--- src/rtl/bin2bcd_seq.sv ---
// Sequential double-dabble binary-to-BCD converter: one input bit per clock,
// start/busy/done handshake, registered result with overflow flag and leading-zero mask.
module bin2bcd_seq #(
    parameter int WIDTH  = 16,
    parameter int DIGITS = 5
) (
    input  logic                  clk_i,
    input  logic                  rst_i,
    input  logic                  start_i,
    input  logic [WIDTH-1:0]      bin_i,
    output logic                  busy_o,
    output logic                  done_o,
    output logic [4*DIGITS-1:0]   bcd_o,
    output logic                  ovf_o,
    output logic [DIGITS-1:0]     dig_en_o,
    output logic                  state_o
);
    localparam int CNT_W = $clog2(WIDTH + 1);
    localparam int ACC_W = 4 * DIGITS;

    typedef enum logic {S_IDLE = 1'b0, S_CONV = 1'b1} state_t;

    state_t              state_q;
    logic [WIDTH-1:0]    sr_q;
    logic [ACC_W-1:0]    acc_q;
    logic [CNT_W-1:0]    cnt_q;
    logic                ov_q;
    logic                busy_q;
    logic                done_q;
    logic [ACC_W-1:0]    bcd_q;
    logic                ovf_q;
    logic [DIGITS-1:0]   dig_en_q;

    logic [ACC_W-1:0]    acc_adj;
    logic [ACC_W-1:0]    acc_d;
    logic [WIDTH-1:0]    sr_d;
    logic                ov_d;
    logic                last_d;
    logic                any_nz;
    logic [DIGITS-1:0]   dig_en_d;

    // Handshake: start_i is accepted on an edge only while IDLE (busy_o=0); busy_o
    // stays high for WIDTH cycles, then done_o pulses for one cycle with busy_o low.
    always_comb begin
        acc_adj = acc_q;
        for (int i = 0; i < DIGITS; i++) begin
            if (acc_q[4*i +: 4] >= 4'd5) begin
                acc_adj[4*i +: 4] = acc_q[4*i +: 4] + 4'd3;
            end
        end
        acc_d  = {acc_adj[ACC_W-2:0], sr_q[WIDTH-1]};
        sr_d   = sr_q << 1;
        ov_d   = ov_q | acc_adj[ACC_W-1];
        last_d = (cnt_q == CNT_W'(WIDTH - 1));

        // Digit i is shown if it or any more significant digit is nonzero.
        any_nz   = 1'b0;
        dig_en_d = '0;
        for (int i = DIGITS - 1; i >= 1; i--) begin
            any_nz      = any_nz | (|acc_d[4*i +: 4]);
            dig_en_d[i] = any_nz;
        end
        dig_en_d[0] = 1'b1;
    end

    always_ff @(posedge clk_i) begin
        if (rst_i) begin
            state_q  <= S_IDLE;
            sr_q     <= '0;
            acc_q    <= '0;
            cnt_q    <= '0;
            ov_q     <= 1'b0;
            busy_q   <= 1'b0;
            done_q   <= 1'b0;
            bcd_q    <= '0;
            ovf_q    <= 1'b0;
            dig_en_q <= DIGITS'(1);
        end else begin
            done_q <= 1'b0;
            case (state_q)
                S_IDLE: begin
                    if (start_i) begin
                        sr_q    <= bin_i;
                        acc_q   <= '0;
                        cnt_q   <= '0;
                        ov_q    <= 1'b0;
                        busy_q  <= 1'b1;
                        state_q <= S_CONV;
                    end
                end
                S_CONV: begin
                    acc_q <= acc_d;
                    sr_q  <= sr_d;
                    ov_q  <= ov_d;
                    cnt_q <= cnt_q + CNT_W'(1);
                    if (last_d) begin
                        bcd_q    <= acc_d;
                        ovf_q    <= ov_d;
                        dig_en_q <= dig_en_d;
                        done_q   <= 1'b1;
                        busy_q   <= 1'b0;
                        state_q  <= S_IDLE;
                    end
                end
                default: state_q <= S_IDLE;
            endcase
        end
    end

    assign busy_o   = busy_q;
    assign done_o   = done_q;
    assign bcd_o    = bcd_q;
    assign ovf_o    = ovf_q;
    assign dig_en_o = dig_en_q;
    assign state_o  = (state_q == S_CONV);

endmodule

--- config.mk ---
export PLATFORM = sky130hd
export DESIGN_NAME = bin2bcd_seq
export DESIGN_NICKNAME = d
export VERILOG_FILES = /design/src/rtl/bin2bcd_seq.sv
export SDC_FILE = /design/constraint.sdc
export NUM_CORES = 1
export LEC_CHECK = 0
export CAP_MARGIN = 5
export CORE_AREA = 10 10 115 117
export CTS_CLUSTER_SIZE = 10
export DETAILED_ROUTE_END_ITERATION = 10
export DIE_AREA = 0 0 125 127
export GPL_ROUTABILITY_DRIVEN = 0
export GPL_TIMING_DRIVEN = 0
export MAX_ROUTING_LAYER = met4
export PLACE_DENSITY_LB_ADDON = 0.3
export SETUP_SLACK_MARGIN = 0.3
export SKIP_CTS_REPAIR_TIMING = 1
export SYNTH_ARGS = -nofsm -noshare
export SYNTH_HDL_FRONTEND = slang
export SYNTH_SLANG_ARGS = --single-unit
--- constraint.sdc ---
create_clock -name clk_i -period 5.8 [get_ports clk_i]
set_input_delay 1.16 -clock clk_i [delete_from_list [all_inputs] [get_ports clk_i]]
set_output_delay 1.16 -clock clk_i [all_outputs]
set_load 0.05 [all_outputs]
; Yosys cells after proc, flatten, opt, wreduce, memory -nomap -nowiden
; Index checks and enable logic that the tools add are counted.
[word_totals]
register_bits = 70
output_inout_bits = 29
word_cells = 56
[op_classes]
bitwise = 5
addsub = 6
eq_ne = 3
n_mux = 20
reduce_logical = 7
order_cmp = 5
[op_table]
columns = op, count
row1 = $pmux 20 s2, 1
row2 = $pmux 16 s2, 1
row3 = $add 4x2->4 const B, 5
row4 = $ge 4x3->1 const B, 5
row5 = $mux 20, 1
row6 = $mux 4, 5
row7 = $mux 16, 1
row8 = $reduce_or 4->1, 4
row9 = $pmux 5 s2, 1
row10 = $mux 1, 6
row11 = $pmux 1 s2, 3
row12 = $add 5x1->5 const B, 1
row13 = $eq 5x4->1 const B, 1
row14 = $mux 5, 1
row15 = $or 1x1->1, 4
row16 = $reduce_and 2->1, 2
row17 = $ne 2x1->1 const B, 1
row18 = $ne 2x2->1 const B, 1
row19 = $reduce_or 2->1, 1
row20 = $not 1->1, 1

; Logic depth before layout (Yosys ltp)
; Gate-level depths: netlist of run 1.
[depth]
depth_word = 6
ltp_mapped = 8
depth_no_buf = 7

; Least setup slack after synthesis of run 1
; No wires, ideal clock.
[synth_timing]
kind = input -> register
from = input port start_i
to = register sr_q[11]
stages = 6
path_buffers = 2
setup_slack_ns = 3.539
setup_ns = 0.128
arrival_time_ns = 2.133
path_cell_list = clkbuf_1 -> buf_2 -> mux2i_1 -> nor2_1 -> a21oi_1 -> nor2_1
[synth_between]
elab_chain_len = 1
[synth_lines]
columns = item, line
row1 = "start, declared", 9  ; input logic start_i,
row2 = $ne 2x2->1 (no source line), -
row3 = "end signal, assigned", 83  ; sr_q <= bin_i;
row4 = "end signal, assigned", 93  ; sr_q <= sr_d;
row5 = "end, declared", 24  ; logic [WIDTH-1:0] sr_q;
; Every way passes these cells.
; A chain may end at the register's enable or synchronous reset.

; Worst setup path after layout of run 1
[layout_timing]
from = register state_q, in the netlist state_o
to = output port state_o
[layout_lines]
columns = item, line
row1 = "start, declared", 23  ; state_t state_q;
row2 = "start signal, assigned", 68  ; state_q <= S_IDLE;
row3 = "start signal, assigned", 88  ; state_q <= S_CONV;
row4 = "start signal, assigned", 102  ; state_q <= S_IDLE;
row5 = "end, declared", 16  ; output logic state_o
; No word-level cell between the ends.

==> results by stage, run 1 <==
Timing:
- The post-route fraction of the period consumed by the critical path is 47.8%.
- Between clock sinks in the finished design, the worst skew comes to 5.45 ps.
- The worst-case headroom to the max-slew limit is 54.8%.
- The transition time at the pin with the least slew margin is 678 ps.
- The smallest clock period supported by the final layout is computed as 2770 ps.
- The tightest hold path in the finished design has a slack of 451 ps.
- The aggregate negative setup slack is 0 ps.
- The count of final hold-check violations was 0.
- The final-report setup violation count is 0.
- Setup repair after global routing left no endpoint under its margin.
- The highest achievable clock rate is 0.361 GHz.
- The number of pins exceeding their max-slew limit in the final report came to 0.

Worst setup path:
- Along the worst path, the maximum fanout reaches 5.
- The worst setup path is captured at an output pin.
- The number of cells traversed by the worst register-to-register path is 8.
- The critical path goes through clkdlybuf4s50_1.
- Together, buffers and inverters on the worst path number 1.
- The cell type of the slowest stage on the worst timing path is sky130_fd_sc_hd__clkdlybuf4s50_1.
- The worst register-to-register path ends at bcd_o[13].
- The cell family contributing the most delay on the critical path is buffers and inverters.
- In this run the register-to-register setup slack is 3690 ps.
- The type of origin of the critical path is a flop.
- By startpoint and endpoint, the worst setup path is classified as flop to output pin.
- In this design, the stage delay of the slowest critical-path cell is 860 ps.
- The origin of the critical flop-to-flop path is cnt_q[0].
- The cell count along the critical path is 1.
- The required time at the worst-slack endpoint is 4640 ps.
- The signal arrival time at the worst endpoint is 1610 ps.

Power:
- The static leakage is 1.58 nW.
- In this run the power density over the cells is 293 mW/mm2.
- VDD sags by at most 0.000179 V.
- Summing internal, switching and leakage power gives 1.26 mW.

Synthesis:
- The sequential-to-total area share from yosys stat is 42.2%.
- The xor/xnor share of the synthesized area is 1.58%.
- The synthesized netlist devotes 4.52% of its cell area to adder and majority cells.
- After technology mapping, the gate count stands at 403.
- The largest family of logic cells by synthesized area is simple AND/OR/NAND/NOR gates.
- Among all cell types in the netlist, the one instantiated most often is sky130_fd_sc_hd__dfxtp_1.
- After synthesis, the share of flip-flops with an asynchronous set or reset is 0%.
- When the netlist entered floorplanning its net count stood at 434.
- The post-synthesis share of cell area spent on and, or, nand and nor gates is 23.8%.
- The synthesized netlist devotes 15.8% of its cell area to compound gates.
- The distinct cell type count of the synthesized netlist is 38.
- The netlist area before placement is 0.00332 mm2.
- After synthesis, the cell types taking the most area are sky130_fd_sc_hd__dfxtp_1 42%, sky130_fd_sc_hd__a21oi_1 8.4%, sky130_fd_sc_hd__nor2_1 7.4%.
- Dividing the synthesized area by the synthesized cell count gives 8.23 um2.
- By count the netlist is led by 70 x sky130_fd_sc_hd__dfxtp_1, 65 x sky130_fd_sc_hd__nor2_1, 56 x sky130_fd_sc_hd__a21oi_1, 28 x sky130_fd_sc_hd__nand2_1, 24 x sky130_fd_sc_hd__clkbuf_1.
- Yosys mapped a number of flops with a built-in enable equal to 0.
- The number of register bits inferred by synthesis is 70.
- The number of warnings reported in the yosys synthesis log is 0.
- The multiplexer share of the synthesized area is 6.94%.
- The synthesized design spends more area on one cell type than any other, namely sky130_fd_sc_hd__dfxtp_1.
- The share of Yosys cell area claimed by the top area cell type is 42.2%.
- In the synthesized netlist the dominant register cell turns out to be sky130_fd_sc_hd__dfxtp_1.

Floorplanning:
- The row count is 39.
- Pin placement for this block handled 48 I/O pins.
- The initial utilization of the core area, before any placement, comes to 29.8%.
- The die covers 0.0159 mm2.
- The die is 127 um tall.
- The placeable core area is 0.0111 mm2.
- Measured along the x axis, the die boundary spans 125 um.

Global route:
- The overall fraction of global-route tracks in use is 11.7%.
- The initial antenna violation count is 0.
- The largest net degree at the start of global routing is 14.
- For this run the aggregate overflow at the end of global routing stands at 0.
- The number of global-route vias before repair is 2899.
- The first global-routing pass estimated 14.8 mm of wire.

Detailed routing:
- After the first detailed-routing iteration, the DRC count stood at 159.
- In the final routed layout, each cell accounts on average for 15.2 um.
- The total routed wirelength is 9.19 mm.
- The first TritonRoute pass finished after 4 iterations.
- After detailed routing, the number of remaining DRC violations is 0.
- Detailed routing inserted a total of 2926 vias.
- The count of nets left with antenna violations once routing finished came out at 0.
- In the routed layout, each cell is associated on average with a via count of 4.83.

Layout:
- The final antenna diode count is 0.
- The layout net count is 489.
- The number of filler instances in the final layout is 1153.
- From synthesis to final layout, the design area changed by 29.8%.
- The fraction of layout cells with a size suffix above 1 is 5.62%.

Clocking:
- The clock-pin slew reported for the worst setup and hold paths after clock tree synthesis is 60 ps.
- The level count of the clock H-tree is 3.
- The number of clock buffers added by TritonCTS is 9.
- At the later pin of the worst-skew pair, clock insertion delay measures 340 ps.
- The maximum root-to-sink buffer count is 2.
- TritonCTS built the clock tree.
- The root buffer cell chosen for the clock tree is sky130_fd_sc_hd__clkbuf_16.
- CTS saw 70 sinks.

Hold path:
- The startpoint identified for the worst hold timing path is bcd_o[2].
- The worst hold path stage count is 2.
- The path with the worst hold slack has its endpoint at bcd_o[2].
- In this run the worst hold path is classified as flop to flop.

Outcome:
- The run finished with clean final reports.

Placement:
- Port buffering added 44 buffers.
- The post-detailed-placement half-perimeter wirelength is 6.48 mm.

Job:
- The tool flagged a number of max-cap violations equal to 0.
-- worst min-delay path, stage by stage, from the launching register on --
cell                      delay, ps
sky130_fd_sc_hd__dfxtp_1        300
sky130_fd_sc_hd__nand2_1         50
sky130_fd_sc_hd__a21oi_1         50
-- final cells by class --
class	count	area, um2	share of cell area (%)
plain buffers	28	119	2.76
clock inverters	7	145	3.37
clock buffers	9	225	5.23
repair buffers	44	440	10.2
inverters	12	45.0	1.05
multi-input cells	293	1750	40.7
well taps	143	179	4.15
flip-flops and latches	70	1400	32.5
-- power by group --
| part | switching [mW] | total [mW] | leakage, nW | internal, mW |
|---|---|---|---|---|
| Clock | 0.224 | 0.689 | 0.176 | 0.466 |
| Combinational | 0.0497 | 0.0796 | 0.841 | 0.0298 |
| Sequential | 0.00550 | 0.495 | 0.567 | 0.490 |
-- stage by stage --
stage / area [um2] / utilization (%) / std cells / setup WS, ps
after floorplan: 3320 / - / 403 / 3540
after global placement: 3940 / 35.4 / 590 / 3230
after detailed placement: 3940 / 35.4 / 590 / 3190
after CTS: 4310 / 38.7 / 606 / 3030
after global routing: 4310 / 38.7 / 606 / 2980
final: 4310 / 38.7 / 606 / 3030
-- layout by cell type (no fill, tap or decap), drive strengths merged, types with 2 or more instances in the layout --
| cell | instances |
|---|---|
| dfxtp | 70 |
| nor2 | 65 |
| a21oi | 56 |
| clkdlybuf4s50 | 44 |
| clkbuf | 33 |
| nand2 | 28 |
| mux2i | 23 |
| nor3b | 20 |
| nor3 | 17 |
| inv | 13 |
| o21ai | 12 |
| ha | 12 |
| a211oi | 11 |
| nand2b | 8 |
| nand3 | 7 |
| xnor2 | 6 |
| bufinv | 4 |
| buf | 4 |
| and3 | 3 |
| a21o | 3 |
| or3 | 3 |
| nor2b | 2 |
| and2 | 2 |
| a311oi | 2 |
-- layer usage --
metal / up-vias / routed length (um) / GRT usage (%)
li1: 1493 / - / -
met4: 0 / 165 / 6.30
met5: - / 0 / -
met1: 1345 / 4400 / 14.4
met3: 15 / 509 / 2.81
met2: 73 / 4120 / 17.5
-- cells by family after synthesis --
logic type	after synthesis
flip-flops	70
multiplexers	23
XOR/XNOR	6
AO/OA/AOI/OAI	91
buffers and inverters	40
other	1
adder cells (fa/ha/maj)	12
AND/OR/NAND/NOR	160
-- flip-flops by register name (all words and copies together) (netlist names) --
| signal | flops |
|---|---|
| cnt_q | 5 |
| done_o | 1 |
| acc_q | 20 |
| dig_en_o | 4 |
| ov_q | 1 |
| ovf_o | 1 |
| bcd_o | 20 |
| busy_o | 1 |
| sr_q | 16 |
| state_o | 1 |
-- how the worst max path moves through the flow --
stage | startpoint | end | slack, ps
after floorplan | start_i | sr_q[11] | 3540
after global placement | start_i | sr_q[7] | 3230
after detailed placement | start_i | sr_q[7] | 3190
after CTS | state_o | state_o | 3030
after global routing | state_o | state_o | 2980
final | state_o | state_o | 3030
(Power assumes the default switching activity.)
==> run 2: changes to the inputs <==
Clock period 5.8 ns to 2.7 ns, I/O delays scaled along.
==> results of run 2 <==
Same layout as run 1 (identical final DEF). Status: completed.
Among the figures that moved: setup slack after placement 3190 ps -> 597 ps; setup slack after layout 3030 ps -> 547 ps; register-to-register setup slack 3690 ps -> 590 ps; total power 1.26 mW -> 2.72 mW; worst IR drop on VDD 0.000179 V -> 0.000384 V
